--- config.mk ---
export PLATFORM = sky130hd
export DESIGN_NAME = node_route_sequencer
export DESIGN_NICKNAME = d
export VERILOG_FILES = /design/src/rtl/node_route_sequencer.sv
export SDC_FILE = /design/constraint.sdc
export NUM_CORES = 1
export LEC_CHECK = 0
export BUFFER_PORTS_ARGS = -buffer_cell sky130_fd_sc_hd__buf_2
export CORE_AREA = 2 2 92 94
export DETAILED_ROUTE_END_ITERATION = 8
export DIE_AREA = 0 0 94 96
export PLACE_DENSITY = 0.59
export SLEW_MARGIN = 5
export SYNTH_ARGS = -nofsm -noshare
export SYNTH_HDL_FRONTEND = slang
export SYNTH_SLANG_ARGS = --single-unit
--- constraint.sdc ---
create_clock -name clk -period 2.8 [get_ports clk]
set_input_delay 0.56 -clock clk [delete_from_list [all_inputs] [get_ports clk]]
set_output_delay 0.56 -clock clk [all_outputs]
set_load 0.02 [all_outputs]
--- src/rtl/node_route_sequencer.sv ---
// Route sequencer for the line-following bot: confirms node crossings, applies the per-node action, counts nodes/laps.
// Define NODE_ROUTE_WRITE_EN to make the route table writable in IDLE; otherwise it is the constant ROUTE_INIT.
module node_route_sequencer #(
  parameter int unsigned NODES_PER_LAP = 8,
  parameter int unsigned LAPS          = 2,
  parameter int unsigned NODE_CONFIRM  = 4,
  parameter int unsigned BLANK_CYCLES  = 7812500,
  parameter int unsigned TURN_MIN      = 1562500,
  parameter logic [15:0] ROUTE_INIT    = 16'h1111
) (
  input  logic       clk,
  input  logic       reset,
  input  logic       start,
  input  logic [2:0] ld,
  input  logic       route_wr_en,
  input  logic [2:0] route_wr_addr,
  input  logic [1:0] route_wr_data,
  output logic [1:0] cmd,
  output logic       node_detected,
  output logic [3:0] node_counter,
  output logic [1:0] lap_counter,
  output logic       finish
);

  localparam int unsigned CONF_W = (NODE_CONFIRM > 2) ? $clog2(NODE_CONFIRM) : 1;
  localparam logic [CONF_W-1:0] CONF_LAST = CONF_W'(NODE_CONFIRM - 1);
  localparam logic [3:0]  NODE_LAST  = 4'(NODES_PER_LAP - 1);
  localparam logic [1:0]  LAP_TARGET = 2'(LAPS);
  localparam logic [23:0] TURN_LAST  = 24'(TURN_MIN - 1);
  localparam logic [23:0] BLANK_LAST = 24'(BLANK_CYCLES - 1);

  localparam logic [1:0] CMD_FOLLOW   = 2'b00;
  localparam logic [1:0] CMD_HALT     = 2'b11;
  localparam logic [1:0] ACT_STRAIGHT = 2'b00;
  localparam logic [1:0] ACT_HALT     = 2'b11;

  typedef enum logic [2:0] {
    ST_IDLE   = 3'd0,
    ST_FOLLOW = 3'd1,
    ST_TURN   = 3'd2,
    ST_BLANK  = 3'd3,
    ST_DONE   = 3'd4
  } state_t;

  state_t             state_r, state_nxt_s;
  logic               start_q_r, start_armed_r, start_edge_s;
  logic [CONF_W-1:0]  confirm_r, confirm_nxt_s;
  logic [23:0]        turn_cnt_r, turn_cnt_nxt_s;
  logic [23:0]        blank_cnt_r, blank_cnt_nxt_s;
  logic [1:0]         cmd_r, cmd_nxt_s;
  logic               node_detected_r, node_detected_nxt_s;
  logic [3:0]         node_counter_r, node_counter_nxt_s;
  logic [1:0]         lap_counter_r, lap_counter_nxt_s, lap_inc_s;
  logic               finish_r, finish_nxt_s;
  logic               route_we_s;
  logic [1:0]         route_rd_s;
  logic               unused_s;

  // The armed flag suppresses a false edge when start is already high as reset releases.
  assign start_edge_s = start & ~start_q_r & start_armed_r;

`ifdef NODE_ROUTE_WRITE_EN
  logic [15:0] route_r;

  // Route table storage, writable only while the sequencer is idle.
  always_ff @(posedge clk or posedge reset) begin
    if (reset) begin
      route_r <= ROUTE_INIT;
    end else if (route_we_s) begin
      route_r[{route_wr_addr, 1'b0} +: 2] <= route_wr_data;
    end
  end

  assign route_rd_s = route_r[{node_counter_r[2:0], 1'b0} +: 2];
  assign unused_s   = node_counter_r[3];
`else
  assign route_rd_s = ROUTE_INIT[{node_counter_r[2:0], 1'b0} +: 2];
  assign unused_s   = ^{node_counter_r[3], route_we_s, route_wr_en, route_wr_addr, route_wr_data};
`endif

  // Next-state and next-output logic; every output is registered from these values.
  always_comb begin
    state_nxt_s         = state_r;
    cmd_nxt_s           = cmd_r;
    node_detected_nxt_s = 1'b0;
    node_counter_nxt_s  = node_counter_r;
    lap_counter_nxt_s   = lap_counter_r;
    finish_nxt_s        = finish_r;
    confirm_nxt_s       = confirm_r;
    turn_cnt_nxt_s      = turn_cnt_r;
    blank_cnt_nxt_s     = blank_cnt_r;
    route_we_s          = 1'b0;
    lap_inc_s           = lap_counter_r + 2'd1;
    case (state_r)
      ST_IDLE: begin
        cmd_nxt_s  = CMD_HALT;
        route_we_s = route_wr_en;
        if (start_edge_s) begin
          state_nxt_s   = ST_FOLLOW;
          cmd_nxt_s     = CMD_FOLLOW;
          confirm_nxt_s = '0;
        end else begin
          state_nxt_s = ST_IDLE;
        end
      end
      ST_FOLLOW: begin
        cmd_nxt_s = CMD_FOLLOW;
        if (ld == 3'b111) begin
          if (confirm_r == CONF_LAST) begin
            confirm_nxt_s       = '0;
            node_detected_nxt_s = 1'b1;
            if (node_counter_r == NODE_LAST) begin
              node_counter_nxt_s = 4'd0;
              lap_counter_nxt_s  = lap_inc_s;
            end else begin
              node_counter_nxt_s = node_counter_r + 4'd1;
            end
            if (((node_counter_r == NODE_LAST) && (lap_inc_s == LAP_TARGET)) ||
                (route_rd_s == ACT_HALT)) begin
              state_nxt_s  = ST_DONE;
              cmd_nxt_s    = CMD_HALT;
              finish_nxt_s = 1'b1;
            end else if (route_rd_s == ACT_STRAIGHT) begin
              state_nxt_s     = ST_BLANK;
              blank_cnt_nxt_s = 24'd0;
            end else begin
              state_nxt_s    = ST_TURN;
              turn_cnt_nxt_s = 24'd0;
              cmd_nxt_s      = route_rd_s;
            end
          end else begin
            confirm_nxt_s = confirm_r + CONF_W'(1);
          end
        end else begin
          confirm_nxt_s = '0;
        end
      end
      ST_TURN: begin
        if ((turn_cnt_r >= TURN_LAST) && (ld == 3'b010)) begin
          state_nxt_s     = ST_BLANK;
          blank_cnt_nxt_s = 24'd0;
          cmd_nxt_s       = CMD_FOLLOW;
        end else if (turn_cnt_r < TURN_LAST) begin
          turn_cnt_nxt_s = turn_cnt_r + 24'd1;
        end else begin
          turn_cnt_nxt_s = turn_cnt_r;
        end
      end
      ST_BLANK: begin
        cmd_nxt_s = CMD_FOLLOW;
        if (blank_cnt_r == BLANK_LAST) begin
          state_nxt_s   = ST_FOLLOW;
          confirm_nxt_s = '0;
        end else begin
          blank_cnt_nxt_s = blank_cnt_r + 24'd1;
        end
      end
      ST_DONE: begin
        cmd_nxt_s    = CMD_HALT;
        finish_nxt_s = 1'b1;
      end
      default: begin
        state_nxt_s = ST_IDLE;
        cmd_nxt_s   = CMD_HALT;
      end
    endcase
  end

  // State, counters and registered outputs.
  always_ff @(posedge clk or posedge reset) begin
    if (reset) begin
      state_r         <= ST_IDLE;
      start_q_r       <= 1'b0;
      start_armed_r   <= 1'b0;
      confirm_r       <= '0;
      turn_cnt_r      <= 24'd0;
      blank_cnt_r     <= 24'd0;
      cmd_r           <= CMD_HALT;
      node_detected_r <= 1'b0;
      node_counter_r  <= 4'd0;
      lap_counter_r   <= 2'd0;
      finish_r        <= 1'b0;
    end else begin
      state_r         <= state_nxt_s;
      start_q_r       <= start;
      start_armed_r   <= 1'b1;
      confirm_r       <= confirm_nxt_s;
      turn_cnt_r      <= turn_cnt_nxt_s;
      blank_cnt_r     <= blank_cnt_nxt_s;
      cmd_r           <= cmd_nxt_s;
      node_detected_r <= node_detected_nxt_s;
      node_counter_r  <= node_counter_nxt_s;
      lap_counter_r   <= lap_counter_nxt_s;
      finish_r        <= finish_nxt_s;
    end
  end

  assign cmd           = cmd_r;
  assign node_detected = node_detected_r;
  assign node_counter  = node_counter_r;
  assign lap_counter   = lap_counter_r;
  assign finish        = finish_r;

endmodule

==> metrics list, run 1 <==
* Crit path max-delay family: simple AND/OR/NAND/NOR gates
* Via count of the first global-routing pass: 2880
- The cell sitting at the root of the clock tree is a sky130_fd_sc_hd__clkbuf_8.
* Clock transition at the register clock pins on the worst setup and hold paths after CTS: 0.08 ns
* Antenna Diode Count: 0
- Startpoint class of the critical path: flip-flop
- After technology mapping, the gate count stands at 384.
- Number of max-slew violations in the final report: 0
- Required @ worst endpoint: 3.04 ns
* Data arrival time at the worst-slack endpoint: 2.84 ns
* Buffer depth of the longest clock path: 2
- RSZ-0062 raised after global routing: false
- CTS tree: done
- The number of nets in the synthesized netlist is 403.
* Post-synth cell types: 53
- Critical Path Sink Type: flip-flop
- Core Region: 8050 µm²
- For this design the static power due to leakage is 0.00165 µW.
* Fill cell instance count of the final layout: 779
- Buffers plus inverters on the worst setup path: 0
- Buffers inserted by post-CTS timing repair: 0
- At the end of routability-driven placement, the weighted congestion stood at 0.819.
- Pre-CTS setup slack: 0.244 ns
- In this run, post-CTS hold repair placed 0 buffers.
- Fraction of layout instances using a drive strength above 1: 13.3%
- Share of the clock period used by the worst path after layout: 92.6%
* Critical path fanouts, max: 8
- For the pin with the worst max-slew slack, the measured transition is 0.753 ns.
- Worst relative slew slack: 49.6%
* Vias per Instance: 5.78
- The critical path is of the reg -> reg type.
- The initial antenna violation count is 0.
* Residual DRC count: 0
* Number of hold violations in the final report: 0
* Clock latency on the worst-skew pair: 0.35 ns
- Critical path's largest stage delay: 0.44 ns
- The floorplan step defined a die boundary enclosing 9020 µm².
- Initial core utilization: 43.5%
* Setup slack after layout: 0.206 ns
- The first global-routing pass estimated 13600 µm of wire.
- Summing all multi-input logic gate instances after layout gives 1770 µm².
- Minimum clock period after layout: 2.59 ns
* Fin Clk Skew: 0.0109 ns
- The first detailed-routing pass ran for 4 iterations.
- Number of vias in the routed layout: 2993
- Number of H-tree branching levels: 3
- The tool flagged a number of max-cap violations equal to 0.
- The mapped netlist covers 3500 µm².
- Summed over all layers, the routed wires come to 8060 µm.
- Final setup TNS: 0 ns
- For this run, the total global-route usage over all layers was measured as 19.2%.
- VDD sags by at most 0.333 mV.
- Ordered cell list for the critical path: ha_1 > or4_1 > nor3_2 > nor4_2 > o22a_1 > or2_0 > a211o_1
* Sequential fraction of the synthesis area: 46.5%
* Horizontal die dimension: 94 µm
* Commonest non-fill, non-tap cell in the layout: sky130_fd_sc_hd__dfrtp_1
* Achievable Freq: 0.386 GHz
- Final setup viols: 0
- Result of the run: completed
* Average wire per cell in the routed design: 15.6 µm
- The floorplan step set the die height to 96 µm.
- Post-CTS repair changed the size of 0 cells.
* Maximum number of pins on one net before global-route repair: 40
* Synthesis-to-layout area growth: 12.5%
- Number of warnings reported in the yosys synthesis log: 0
- For this run, the post-layout net count is 427.
* Share of flip-flops with an asynchronous set or reset: 100%
- I/O Pins: 22
- Once detailed placement completed, the half-perimeter wirelength came to 5460 µm.
* Main flop type after synthesis: sky130_fd_sc_hd__dfrtp_1
- The library cells used most frequently in the layout, excluding fill and tap cells, are 63 x sky130_fd_sc_hd__dfrtp_1, 38 x sky130_fd_sc_hd__nand2_1, 36 x sky130_fd_sc_hd__nor2_1.
- Iter 0 DRT Violations: 94
* Synthesized area per cell: 9.13 µm²
- Number of enable flip-flop cells after synthesis: 0
- Number of sinks on the clock net: 65
- The total overflow left after global routing is 0.
* Number of register bits inferred by synthesis: 65
- In this run the tool buffered the top-level ports with 15 buffer cells.
- In this run the worst hold path is classified as in -> async.
- After floorplanning, the core was divided into 33 placement rows.
- Power density over the cells: 534 nW/µm²
* Antenna-violating nets left: 0
- The slowest stage of the critical path is the sky130_fd_sc_hd__dfrtp_1 cell.
- Register area: 1630 µm²
* Total clock buffers created by CTS: 9
==> where the power goes <==
group          total, µW  switching (µW)  internal [µW]
Clock                838             401            437
Sequential          1060            68.3            993
Combinational        208             121           86.7
==> path summary, 6_finish.rpt <==
check	to	slack, ns	from	cells after the start
max in group asynchronous	cmd[1]	1.84	reset	3
setup / recovery	turn_cnt_r[17]	0.21	turn_cnt_r[0]	7
hold / removal	turn_cnt_r[10]	0.27	reset	2
hold reg to reg	cmd[0]	0.47	cmd[0]	2
min in group clk	start_q_r	0.33	start	1
setup reg to reg	turn_cnt_r[17]	0.21	turn_cnt_r[0]	7
==> cell type report <==
cell class,instances,share of cell area (%)
clock buffers,10,3.49
clock inverters,6,1.68
inverters,13,1.24
multi-input cells,295,45.0
flip-flops and latches,65,41.3
well taps,105,3.33
repair buffers,24,3.94
==> per-stage QoR <==
stage | power, µW | utilization [%] | instances | instance area [µm²] | hold slack [ns]
global placement | 1280 | 46.4 | 502 | 3740 | 0.450
detailed placement | 1290 | 46.4 | 502 | 3740 | 0.456
CTS | 2130 | 49.0 | 518 | 3940 | 0.299
finish | 2110 | 49.0 | 518 | 3940 | 0.274
global route | 2210 | 49.0 | 518 | 3940 | 0.322
floorplan | 1220 | - | 384 | 3500 | 0.448
==> layer usage <==
metal	share of wire (%)	GRT usage [%]	vias up
met5	0	0	-
met4	1.4	7.13	0
met3	2.5	4.39	12
met2	48	31.7	32
met1	48	24.9	1471
li1	-	-	1478
==> state kept, by name, indices dropped and copies added, names as in the netlist <==
signal and flops:
confirm_r 2, start_q_r 1, node_counter 4, turn_cnt_r 24, state_r 3, finish 1
start_armed_r 1, blank_cnt_r 24, cmd 2, node_detected 1, lap_counter 2
==> cells by family after synthesis <==
logic type	Yosys count	share of synthesized area [%]
multiplexers	3	0.857
other	1	0.107
XOR/XNOR	5	1.25
AND/OR/NAND/NOR	168	25.2
flip-flops	65	46.5
adder cells (fa/ha/maj)	7	2.50
AO/OA/AOI/OAI	111	20.7
buffers and inverters	24	2.89
==> Yosys cell counts, drive strengths merged (2+ instances only) <==
cell,n,area (µm²)
buf,5,30.0
a41oi,5,43.8
nand4b,2,17.5
clkbuf,6,22.5
nor4,2,18.8
mux2i,3,30.0
nand2b,2,12.5
nand3,18,90.1
a21o,5,37.5
xor2,2,17.5
a2111oi,2,17.5
o21a,5,37.5
o22a,2,17.5
or4,2,15.0
or2,5,31.3
a211o,5,43.8
nand4,10,62.6
nor3,18,95.1
and4b,2,20.0
and3,10,62.6
xnor2,3,26.3
o31ai,6,50.1
nand3b,2,15.0
a21oi,30,154
o21ai,15,75.1
nor2,36,135
ha,7,87.6
a22o,6,52.6
and4,6,52.6
or3b,2,17.5
a31oi,25,156
dfstp,2,52.6
and2,9,56.3
dfrtp,63,1580
nand2,38,143
inv,13,48.8
Power figures use the tool's default switching activity.
==> run 2: changes to the inputs <==
Clock period 2.8 ns to 2.93 ns, I/O delays scaled along.
==> run 2 against run 1 <==
Compared with the run above:
- setup slack gained 0.063 ns
- via count grew 0.84%
- power shrank 6.7%
- flip-flop and latch count is the same
- sequential share of layout area grew 0.11 points
- clock power shrank 11%
- final cell count grew 0.19%
- critical path type unchanged
- largest power group unchanged
- highest routed layer unchanged
==> metrics list, run 2 (same netlist as run 1, synthesis figures left out) <==
- Buffer depth of the longest clock path: 2
* Initial core utilization: 43.5%
- Int Pwr: 1440 µW
- The floorplan step defined a core boundary enclosing 8050 µm².
* Fraction of layout instances using a drive strength above 1: 13.3%
- Power density over the cells: 500 nW/µm²
- Pin placement for this block handled 22 I/O pins.
- STA classifies the critical path startpoint as a flip-flop.
- Once routing completed, OpenROAD measured the worst setup slack at 0.269 ns.
* VDD IR max: 0.226 mV
- The library cells used most frequently in the layout, excluding fill and tap cells, are 63 x sky130_fd_sc_hd__dfrtp_1, 38 x sky130_fd_sc_hd__nand2_1, 36 x sky130_fd_sc_hd__nor2_1.
- Synthesis-to-layout area growth: 12.2%
* Switching power summed over all nets: 528 µW
- The wire-length estimate of the detail-placed layout is 5740 µm.
- Routability-driven placement finished with a final weighted congestion of 0.807.
* Ordered cell list for the critical path: ha_1 > or4_1 > nor3_2 > nor4_2 > o22a_1 > or2_0 > a211o_1
- Clock group share of total power: 38.2%
- In this run the tightest slew margin relative to its limit is 46.8%.
- Drt total wl: 8290 µm
- Post-layout net count: 430
- Switching power as a share of total power: 26.8%
- IO buf count: 15
* Number of H-tree branching levels: 3
- Adding up every negative setup slack in the final design gives 0 ns.
- Leakage power: 0.00166 µW
- Critical path's largest stage delay: 0.45 ns
- Critical Path Sink Type: flip-flop
* Share of the clock period used by the worst path after layout: 90.8%
- Number of vias in the routed layout: 3018
* Total clock buffers created by CTS: 9
- Summed over all layers, the global routing overflow is 0.
- The initial antenna violation count came to 0.
- The number of hold buffers added after CTS was 0.
* Crit-path slowest cell: sky130_fd_sc_hd__or4_1
- Of all nets on the critical path, the largest fanout is 8.
* CTS tree: done
- Number of max-cap violations: 0
- The worst setup path is of the reg -> reg kind.
* Floorplan die area: 9020 µm²
* Iter 0 DRT Violations: 89
- Number of max-slew violations in the final report: 0
* Post-Route Hold Slack: 0.366 ns
- Buffers added to address setup during post-CTS repair amount to 0.
- Top Layer Used: met4
- At the later pin of the worst-skew pair, clock insertion delay measures 0.34 ns.
- Antenna Diode Count: 0
- Placement row count: 33
- Achievable Freq: 0.376 GHz
- Antenna-violating nets left: 0
- After clock tree synthesis, the repair step resized 0 gates.
- In this run, flip-flops and latches consume 51.6% of the power.
* Data arrival time at the worst-slack endpoint: 2.89 ns
- The run finished with clean final reports.
- Average wire per cell in the routed design: 16.0 µm
- Clock skew on the completed layout was measured at 0.0125 ns.
- For this run, the detailed router's first-pass iteration total came to 4.
- RSZ-0062 raised after global routing: false
- For this block, wires on met1 add up to 3900 µm.
- Clock transition at the register clock pins on the worst setup and hold paths after CTS: 0.07 ns
- Number of sinks on the clock net: 65
- Entering global routing, the biggest net connects 37 pins.
- For the pin with the worst max-slew slack, the measured transition is 0.797 ns.
- Commonest non-fill, non-tap cell in the layout: sky130_fd_sc_hd__dfrtp_1
- Horizontal die dimension: 94 µm
- STA puts the critical path data required time at 3.16 ns.
- Wire length of the first global-routing pass: 14200 µm
- The min-delay analysis places its worst path in the category in -> reg.
- Clock tree synthesis selected as its root buffer the cell sky130_fd_sc_hd__clkbuf_8.
* Vias per Instance: 5.82
- Die Y: 96 µm
- WL met2: 4020 µm
* Combinational power share: 10.2%
- The number of global-route vias before repair came to 2900.
* Final setup viols: 0
- After detailed routing, the number of remaining DRC violations is 0.
- Routed length on met3: 253 µm
- Before CTS, the worst setup slack after placement is 0.319 ns.
* Minimum clock period after layout: 2.66 ns
- The count of final hold-check violations came to 0.
* Overall routing resource usage: 20.0%
-- run 2: cell count changes in the layout (fill, tap and decap cells not counted) --
cell / previous run / this run
sky130_fd_sc_hd__clkinvlp_4: 3 / 1
sky130_fd_sc_hd__buf_12: 1 / 0
sky130_fd_sc_hd__buf_4: 8 / 12
sky130_fd_sc_hd__clkbuf_1: 0 / 1
sky130_fd_sc_hd__inv_6: 1 / 0
-- run 2: worst max-delay path, delay by kind of cell, from the launching register on --
family	cells	cell delay, ns
AND/OR/NAND/NOR	4	1.13
AO/OA/AOI/OAI	2	0.65
flip-flops	1	0.44
adder cells (fa/ha/maj)	1	0.31
-- run 2: metrics by stage --
stage          area, µm²  instances  power [µW]  utilization, %
2_1_floorplan       3500        384        1170               -
4_1_cts             3930        519        1990            48.8
5_1_grt             3930        519        2070            48.8
6_report            3930        519        1970            48.8
3_3_place_gp        3750        505        1230            46.6
3_5_place_dp        3750        505        1230            46.6
-- run 2: power by group through the flow --
| stage | combinational (µW) | clock, µW | sequential (µW) |
|---|---|---|---|
| floorplan | 155 | 0 | 1010 |
| global placement | 197 | 0 | 1030 |
| detailed placement | 202 | 0 | 1030 |
| CTS | 203 | 775 | 1010 |
| global route | 231 | 814 | 1020 |
| finish | 200 | 750 | 1020 |
-- run 2: path summary, 6_finish.rpt --
kind | startpoint | to | slack [ns] | cells past startpoint
max | turn_cnt_r[0] | turn_cnt_r[12] | 0.27 | 7
min | start | start_q_r | 0.37 | 1
max reg2reg | turn_cnt_r[0] | turn_cnt_r[12] | 0.27 | 7
min reg2reg | finish | finish | 0.47 | 1
max in group asynchronous | reset | blank_cnt_r[10] | 1.85 | 3
min in group asynchronous | reset | blank_cnt_r[0] | 0.38 | 2
-- run 2: metal layers --
metal,vias to the layer above,global-route usage [%]
met5,-,0
met2,45,33.1
met3,12,4.15
met1,1472,26.4
met4,0,6.64
li1,1489,-
-- run 2: final cells by class --
cell class	instances	area, µm²
sequential	65	1630
clock inverter	3	42.5
tap	105	131
timing repair buffer	27	165
fill	787	4120
multi-input combinational	295	1770
inverter	13	48.8
clock buffer	11	141
